`config.mk`:
```
export PLATFORM = sky130hd
export DESIGN_NAME = sr_latch_driver
export DESIGN_NICKNAME = d
export VERILOG_FILES = /design/src/rtl/sr_latch_driver_pkg.sv /design/src/rtl/sr_latch_driver_cnt.sv /design/src/rtl/sr_latch_driver.sv
export SDC_FILE = /design/constraint.sdc
export NUM_CORES = 1
export LEC_CHECK = 0
export ABC_AREA = 1
export BUFFER_PORTS_ARGS = -buffer_cell sky130_fd_sc_hd__buf_2
export CAP_MARGIN = 20
export CORE_MARGIN = 5
export CORE_UTILIZATION = 50
export CTS_CLUSTER_DIAMETER = 40
export DETAILED_ROUTE_END_ITERATION = 7
export PLACE_DENSITY = 0.72
export SYNTH_ARGS = -nofsm -noshare
export SYNTH_HDL_FRONTEND = slang
export SYNTH_SLANG_ARGS = --single-unit
export TNS_END_PERCENT = 1
```
`constraint.sdc`:
```
create_clock -name clk -period 1.5 [get_ports clk]
set_input_delay 0.075 -clock clk [delete_from_list [all_inputs] [get_ports clk]]
set_output_delay 0.075 -clock clk [all_outputs]
set_load 0.01 [all_outputs]
```
`src/rtl/sr_latch_driver_pkg.sv`:
```
// Shared types and constants for the gated NAND SR latch driver.
// Op-code and FSM state enums plus the pulse/hold counter width.
package sr_latch_driver_pkg;

    localparam int CNT_W = 4;

    typedef enum logic [1:0] {
        OP_NOP    = 2'b00,
        OP_SET    = 2'b01,
        OP_RESET  = 2'b10,
        OP_TOGGLE = 2'b11
    } op_e;

    typedef enum logic [2:0] {
        ST_IDLE  = 3'd0,
        ST_SETUP = 3'd1,
        ST_PULSE = 3'd2,
        ST_HOLD  = 3'd3,
        ST_CHECK = 3'd4,
        ST_DONE  = 3'd5
    } state_e;

endpackage

```
`src/rtl/sr_latch_driver_cnt.sv`:
```
// Loadable down-counter with zero flag that times the PULSE and HOLD phases.
// Saturates at zero so a finished phase never wraps into the next one.
module sr_latch_driver_cnt
    import sr_latch_driver_pkg::*;
(
    input  logic             clk,
    input  logic             rst_n,
    input  logic             load,
    input  logic [CNT_W-1:0] load_val,
    output logic             zero
);

    logic [CNT_W-1:0] count;

    always_ff @(posedge clk or negedge rst_n) begin
        if (!rst_n) begin
            count <= '0;
        end else if (load) begin
            count <= load_val;
        end else if (count != '0) begin
            count <= count - 1'b1;
        end
    end

    assign zero = (count == '0);

endmodule

```
`src/rtl/sr_latch_driver.sv`:
```
// Sequences s/r/en pulses into a gated NAND SR latch and reports completion.
// Optional feedback verification (CHECK state, err) is enabled by SR_LATCH_DRIVER_VERIFY_EN.
module sr_latch_driver
    import sr_latch_driver_pkg::*;
#(
    parameter int PULSE_CYC = 2,
    parameter int HOLD_CYC  = 1
) (
    input  logic       clk,
    input  logic       rst_n,
    input  logic       req_valid,
    input  logic [1:0] req_op,
    output logic       req_ready,
    output logic       s,
    output logic       r,
    output logic       en,
    input  logic       q,
    input  logic       qn,
    output logic       done,
    output logic       err,
    output state_e     dbg_state
);

    localparam logic [CNT_W-1:0] PULSE_LD = CNT_W'(PULSE_CYC - 1);
    localparam logic [CNT_W-1:0] HOLD_LD  = CNT_W'((HOLD_CYC > 0) ? HOLD_CYC - 1 : 0);

`ifdef SR_LATCH_DRIVER_VERIFY_EN
    localparam state_e AFTER_HOLD = ST_CHECK;
`else
    localparam state_e AFTER_HOLD = ST_DONE;
`endif

    // Handshake: a request transfers on a rising edge with req_valid=1 and
    // req_ready=1; req_ready is high only in IDLE, anything else is dropped.
    state_e           state;
    state_e           state_nx;
    logic             set_op;
    logic             set_op_nx;
    logic             accept;
    logic             drive_nx;
    logic             cnt_load;
    logic [CNT_W-1:0] cnt_val;
    logic             cnt_zero;

    assign req_ready = (state == ST_IDLE);
    assign accept    = req_valid && req_ready;
    assign dbg_state = state;

    always_comb begin
        state_nx  = state;
        set_op_nx = set_op;
        case (state)
            ST_IDLE: begin
                if (accept) begin
                    case (op_e'(req_op))
                        OP_NOP:   state_nx = ST_DONE;
                        OP_SET:   begin set_op_nx = 1'b1; state_nx = ST_SETUP; end
                        OP_RESET: begin set_op_nx = 1'b0; state_nx = ST_SETUP; end
                        default:  begin set_op_nx = !q;   state_nx = ST_SETUP; end
                    endcase
                end
            end
            ST_SETUP: state_nx = ST_PULSE;
            ST_PULSE: if (cnt_zero) state_nx = (HOLD_CYC == 0) ? AFTER_HOLD : ST_HOLD;
            ST_HOLD:  if (cnt_zero) state_nx = AFTER_HOLD;
            ST_CHECK: state_nx = ST_DONE;
            ST_DONE:  state_nx = ST_IDLE;
            default:  state_nx = ST_IDLE;
        endcase
    end

    // Counter reloads on every state change; only PULSE and HOLD use its value.
    always_comb begin
        cnt_load = (state_nx != state);
        cnt_val  = '0;
        if (state_nx == ST_PULSE) cnt_val = PULSE_LD;
        else if (state_nx == ST_HOLD) cnt_val = HOLD_LD;
    end

    sr_latch_driver_cnt u_cnt (
        .clk      (clk),
        .rst_n    (rst_n),
        .load     (cnt_load),
        .load_val (cnt_val),
        .zero     (cnt_zero)
    );

    assign drive_nx = (state_nx == ST_SETUP) || (state_nx == ST_PULSE) || (state_nx == ST_HOLD);

    // Outputs are registered from the next state so the latch sees glitch-free drives.
    always_ff @(posedge clk or negedge rst_n) begin
        if (!rst_n) begin
            state  <= ST_IDLE;
            set_op <= 1'b0;
            s      <= 1'b0;
            r      <= 1'b0;
            en     <= 1'b0;
            done   <= 1'b0;
        end else begin
            state  <= state_nx;
            set_op <= set_op_nx;
            s      <= drive_nx && set_op_nx;
            r      <= drive_nx && !set_op_nx;
            en     <= (state_nx == ST_PULSE);
            done   <= (state_nx == ST_DONE);
        end
    end

`ifdef SR_LATCH_DRIVER_VERIFY_EN
    logic chk_bad;
    assign chk_bad = set_op ? !(q && !qn) : !(!q && qn);

    always_ff @(posedge clk or negedge rst_n) begin
        if (!rst_n) begin
            err <= 1'b0;
        end else begin
            err <= (state == ST_CHECK) && chk_bad;
        end
    end
`else
    logic unused_qn;
    assign unused_qn = qn;
    assign err       = 1'b0;
`endif

endmodule
```
### Yosys cells after proc, flatten, opt, wreduce, memory -nomap -nowiden

Index checks and enable logic that the tools add are counted.

* ROM bits: 0
* input bits: 7
* logic and storage cells: 42
* register bits after elaboration: 12
* output and inout port bits: 9
* memory bits (writable): 0
* memories kept: 0
* bits in latches: 0

* shift operators: 0
* magnitude comparators: 0
* eq/ne operators: 11
* divide/modulo/power cells: 0
* add/sub/neg operators: 1
* reductions and logical operators: 12
* $mul: 0
* bitwise gates (word level): 0
* multiplexer cells: 11

Operators by type and width (number)
* 3-bit case mux with 5 select lines: 1
* 3-bit by 2-bit == test with 1-bit output (second input constant): 4
* 3-bit 2-to-1 mux: 4
* 4-bit 2-to-1 mux: 2
* 3-bit by 1-bit == test with 1-bit output (second input constant): 2
* 3-bit == test (second input constant): 2
* 4-bit zero test: 1
* 4-bit nonzero test: 1
* 4-bit by 1-bit subtractor with 4-bit output (second input constant): 1
* 1-bit logical AND: 3
* 3-bit zero test: 1
* 1-bit 2-to-1 mux: 3
* 3-bit != test: 1
* 1-bit case mux with 3 select lines: 1
* 2-bit by 1-bit == test with 1-bit output (second input constant): 1
* 2-bit == test (second input constant): 1
* 1-bit zero test: 2
* 2-bit zero test: 1
* 1-bit logical OR: 2
* 2-bit nonzero test: 1

### Longest topological paths before layout

* word-level depth: 8
* gate-level depth with buffers: 9

### By module

From an unflattened synthesis, not the netlist that was laid out.

* cells, all modules: 88
* area, all modules: 678.2 um^2

By module, submodules not included
* sr_latch_driver: times used 1, cells an instance 54, seq. area each 200.2 um^2, area each 435.4 um^2
* sr_latch_driver_cnt: times used 1, cells an instance 34, seq. area each 100.1 um^2, area each 242.7 um^2

### Worst setup path before layout

OpenSTA, ideal clock, no wires.

* path kind: register -> register
* start point: register u_cnt.count[0]
* end point: register u_cnt.count[0]
* path slack: 171 ps
* library setup time: 118 ps
* data required time: 1382 ps
* arrival time: 1211 ps
* stages on the path, launching flop included: 10
* cell sequence: dfrtp_1 -> inv_1 -> ha_1 -> nand2_1 -> nor2_1 -> nand2_1 -> nand3_4 -> nand2_2 -> nand4_1 -> nand2_1

* word-level cells in the longest chain between the ends: 6

RTL lines
* from (decl): line sr_latch_driver_cnt.sv:13 `logic [CNT_W-1:0] count;`
* from (signal assigned): line sr_latch_driver_cnt.sv:19 `count <= load_val;`
* from (signal assigned): line sr_latch_driver_cnt.sv:21 `count <= count - 1'b1;`
* 4-bit zero test *: line sr_latch_driver_cnt.sv:25 `assign zero = (count == '0);`
* 3-bit 2-to-1 mux (on tied branches): line sr_latch_driver.sv:65, sr_latch_driver.sv:64
* 3-bit case mux with 5 select lines *: line sr_latch_driver.sv:52 `case (state)`
* net state_nx[0]: line sr_latch_driver.sv:36 `state_e state_nx;`
* 3-bit by 2-bit == test with 1-bit output: line sr_latch_driver.sv:76 `if (state_nx == ST_PULSE) cnt_val = PULSE_LD;`
* 1-bit 2-to-1 mux: line sr_latch_driver.sv:76
* 4-bit 2-to-1 mux: line sr_latch_driver_cnt.sv:18 `end else if (load) begin`

Mark *: on every way through the listed nets, which the timed path passes. The rest lies on a longest branch. The select of a mux whose other input is x is not followed.
A chain may end at the register's enable or synchronous reset.

### Worst setup path after layout

Ends and elaborated chain as after synthesis.

==> impl_metrics.xml <==
<?xml version="1.0" encoding="UTF-8"?>
<metrics>
  <group name="timing">
    <metric name="fin_worst_skew" unit="ns">0.00173</metric>
    <metric name="setup-tns-final" unit="ns">0</metric>
    <metric name="final_hold_viol_count" unit="">0</metric>
    <metric name="period_share" unit="">0.930</metric>
    <metric name="finalCriticalPeriod" unit="ns">1.39</metric>
    <metric name="fmax" unit="MHz">717</metric>
    <metric name="setup_viol" unit="">0</metric>
    <metric name="grt_setup_unrepaired" unit="">yes</metric>
    <metric name="final-max-slew-violation-count" unit="">0</metric>
  </group>
  <group name="setup_path">
    <metric name="regToRegEndpoint" unit="">u_cnt.count[0]</metric>
    <metric name="setup.worst_path.start_class" unit="">flip-flop</metric>
    <metric name="path_class" unit="">reg2reg</metric>
    <metric name="worstRegToRegCells" unit="">9</metric>
    <metric name="reg2reg_from" unit="">u_cnt.count[0]</metric>
    <metric name="setup.reg_to_reg.worst_slack" unit="ns">0.11</metric>
    <metric name="critPathArrivalTime" unit="ns">1.53</metric>
    <metric name="critPathMaxFanout" unit="">4</metric>
    <metric name="cp-end-kind" unit="">flip-flop</metric>
    <metric name="worst-endpoint-required" unit="ns">1.64</metric>
  </group>
  <group name="power">
    <metric name="pwr_density_cell" unit="nW/µm²">2410</metric>
    <metric name="vdd_drop_max" unit="mV">1.30</metric>
    <metric name="total_power" unit="mW">1.96</metric>
    <metric name="p_leak" unit="nW">0.445</metric>
  </group>
  <group name="clocking">
    <metric name="numCtsBuffers" unit="">3</metric>
    <metric name="clock_tree.htree_level_count" unit="">1</metric>
    <metric name="cts_post_setup_buffers_inserted" unit="">0</metric>
    <metric name="clock_tree_from_tritoncts" unit="">yes</metric>
    <metric name="ctsRootBufferMaster" unit="">sky130_fd_sc_hd__clkbuf_4</metric>
    <metric name="cts_max_path_buffers" unit="">2</metric>
    <metric name="clock_pin_transition_on_the_worst_setup_and_hold_timing_paths" unit="ns">0.06</metric>
    <metric name="clock_latency_of_the_later_clocked_register_in_the_worst_skew_pair" unit="ns">0.26</metric>
    <metric name="clock_sink_count" unit="">12</metric>
  </group>
  <group name="floorplan">
    <metric name="std_cell_rows" unit="">13</metric>
    <metric name="initial_core_util" unit="">0.517</metric>
    <metric name="die_width" unit="µm">46.5</metric>
    <metric name="io_pins" unit="">16</metric>
    <metric name="die_y" unit="µm">46.5</metric>
    <metric name="core" unit="µm²">1280</metric>
    <metric name="die_area" unit="µm²">2160</metric>
  </group>
  <group name="synth">
    <metric name="synth_top_flop_cell" unit="">sky130_fd_sc_hd__dfrtp_1</metric>
    <metric name="synth.net_count" unit="">95</metric>
    <metric name="synth_async_sr_flop_share" unit="">1.00</metric>
    <metric name="post-synth-top-area-fraction" unit="">0.452</metric>
    <metric name="netlist-cell-type-count" unit="">20</metric>
    <metric name="ys_ff_latch" unit="">12</metric>
    <metric name="postSynthCellCount" unit="">87</metric>
    <metric name="yosysWarningCount" unit="">0</metric>
    <metric name="synth_area_per_cell" unit="µm²">7.64</metric>
    <metric name="mappedNetlistArea" unit="µm²">664</metric>
    <metric name="synth_area_leaders" unit="">sky130_fd_sc_hd__dfrtp_1 (45%), sky130_fd_sc_hd__nand2_1 (12%), sky130_fd_sc_hd__inv_1 (9.0%)</metric>
    <metric name="number_of_synthesized_flops_with_an_enable_pin" unit="">0</metric>
    <metric name="synth_top_cell_by_area" unit="">sky130_fd_sc_hd__dfrtp_1</metric>
    <metric name="yosys-top-cells-count" unit="">sky130_fd_sc_hd__nand2_1 (21), sky130_fd_sc_hd__inv_1 (16), sky130_fd_sc_hd__dfrtp_1 (12)</metric>
    <metric name="post_synthesis_sequential_area_ratio" unit="">0.452</metric>
    <metric name="synth_most_common_cell" unit="">sky130_fd_sc_hd__nand2_1</metric>
  </group>
  <group name="finish">
    <metric name="fraction_of_layout_instances_using_a_drive_strength_above_1" unit="">0.305</metric>
    <metric name="register_area" unit="µm²">300</metric>
    <metric name="filler_cells" unit="">115</metric>
    <metric name="area_growth_syn_to_layout" unit="%">22.6</metric>
    <metric name="n_antenna_cell" unit="">0</metric>
    <metric name="postLayoutCoreUtil" unit="">0.634</metric>
    <metric name="multiInputGateArea" unit="µm²">319</metric>
    <metric name="final_nets" unit="">115</metric>
  </group>
  <group name="place">
    <metric name="io_buffers" unit="">13</metric>
    <metric name="place_congestion" unit="">0.827</metric>
    <metric name="place.detailed.hpwl" unit="µm">1040</metric>
  </group>
  <group name="min_path">
    <metric name="hold_path_end" unit="">dbg_state[2]</metric>
    <metric name="min_path_type" unit="">in2reg</metric>
    <metric name="hold_path.startpoint" unit="">req_op[0]</metric>
    <metric name="worstHoldPathCells" unit="">3</metric>
  </group>
  <group name="routing">
    <metric name="postRouteWirelength" unit="µm">1320</metric>
    <metric name="drtAntennaViolNets" unit="">0</metric>
    <metric name="detail_route.vias_per_cell" unit="">4.81</metric>
    <metric name="vias" unit="">577</metric>
    <metric name="drc" unit="">0</metric>
    <metric name="routed_wire_length_per_instance" unit="µm">11.0</metric>
    <metric name="drtIter0Drc" unit="">13</metric>
    <metric name="firstDrtPassIters" unit="">3</metric>
  </group>
  <group name="global_route">
    <metric name="grt_pass1_vias" unit="">537</metric>
    <metric name="number_of_antenna_violations_at_the_first_check_in_global_routing" unit="">0</metric>
    <metric name="grt_pass1_wl" unit="µm">2260</metric>
    <metric name="grt_use_total" unit="">0.153</metric>
    <metric name="grt_max_degree" unit="">13</metric>
    <metric name="grt_overflow_total" unit="">0</metric>
  </group>
  <group name="run">
    <metric name="drv.max_cap_violation_count" unit="">0</metric>
  </group>
  <group name="status">
    <metric name="outcome" unit="">complete, no violations</metric>
  </group>
</metrics>
## area by class of cell
cell class	instances	area share
multi-input combinational	57	0.392
tap	15	0.0230
sequential	12	0.369
inverter	17	0.0783
timing repair buffer	16	0.111
clock buffer	3	0.0276
## through the flow
stage | hold WS, ns | cell area, µm² | setup WS [ns] | cells
after CTS | 0.0918 | 788 | 0.00250 | 120
final | 0.110 | 815 | 0.105 | 120
after global routing | 0.120 | 815 | -0.0438 | 120
after global placement | -0.0479 | 756 | 0.0613 | 116
after detailed placement | -0.0417 | 756 | 0.0216 | 116
after floorplan | -0.221 | 664 | 0.171 | 87
## worst max-delay path: stages, from the launching register on
cell	delay, ns
sky130_fd_sc_hd__dfrtp_1	0.39
sky130_fd_sc_hd__inv_1	0.08
sky130_fd_sc_hd__ha_1	0.17
sky130_fd_sc_hd__nand2_1	0.10
sky130_fd_sc_hd__nor2_4	0.13
sky130_fd_sc_hd__nand2_1	0.10
sky130_fd_sc_hd__nand3_4	0.09
sky130_fd_sc_hd__nand2_2	0.07
sky130_fd_sc_hd__nand4_1	0.07
sky130_fd_sc_hd__nand2_1	0.07
## cell families after synthesis
group	Yosys count	share of synthesized area
other cells	1	0.00564
simple gates	44	0.313
flops	12	0.452
fa+ha+maj	1	0.0188
buf+inv	18	0.107
compound gates	11	0.104
## cell usage in the layout (no fill, tap or decap), types with 2 or more instances in the layout
cell type                   n
sky130_fd_sc_hd__nand3_1    4
sky130_fd_sc_hd__o21ai_2    2
sky130_fd_sc_hd__o21ai_0    6
sky130_fd_sc_hd__nand3_2    2
sky130_fd_sc_hd__nand2_1   19
sky130_fd_sc_hd__buf_4      2
sky130_fd_sc_hd__nor2_1     9
sky130_fd_sc_hd__buf_2     13
sky130_fd_sc_hd__nand2_2    4
sky130_fd_sc_hd__dfrtp_1   12
sky130_fd_sc_hd__inv_1     16
sky130_fd_sc_hd__clkbuf_4   3
## state kept, by name, indices dropped and copies added (netlist names)
register	cells
dbg_state	3
done	1
en	1
r	1
s	1
set_op	1
u_cnt.count	4
## power by group
group          switching [mW]  total [mW]  leakage [nW]  internal (mW)
logic                   0.745        1.21         0.279          0.461
clock network          0.0849       0.177        0.0138         0.0924
registers               0.113       0.578         0.153          0.464
total                   0.943        1.96         0.445           1.02
## worst max path at each step
| stage | start | end | slack [ns] | depth (start not counted) |
|---|---|---|---|---|
| final | u_cnt.count[0] | u_cnt.count[0] | 0.11 | 9 |
| after global routing | u_cnt.count[0] | s | -0.04 | 10 |
| after CTS | u_cnt.count[0] | u_cnt.count[0] | 0.003 | 9 |
| after detailed placement | u_cnt.count[0] | u_cnt.count[0] | 0.02 | 9 |
| after global placement | u_cnt.count[0] | u_cnt.count[0] | 0.06 | 9 |
| after floorplan | u_cnt.count[0] | u_cnt.count[0] | 0.17 | 9 |
## repair_timing
item                                   4_1_cts  5_1_grt
gates resized for setup                      0        7
endpoints found under the hold margin       12        0
setup endpoints to repair                    0        7
hold buffers                                 1        0
## routing by layer
metal	GRT usage	routed length [µm]	up-vias	share of wire
met5	0	0	-	0
met4	0.102	12	0	0.0091
met3	0.0195	43	2	0.032
met2	0.234	684	6	0.52
met1	0.200	584	262	0.44
li1	-	-	307	-
Power figures use the tool's default switching activity.
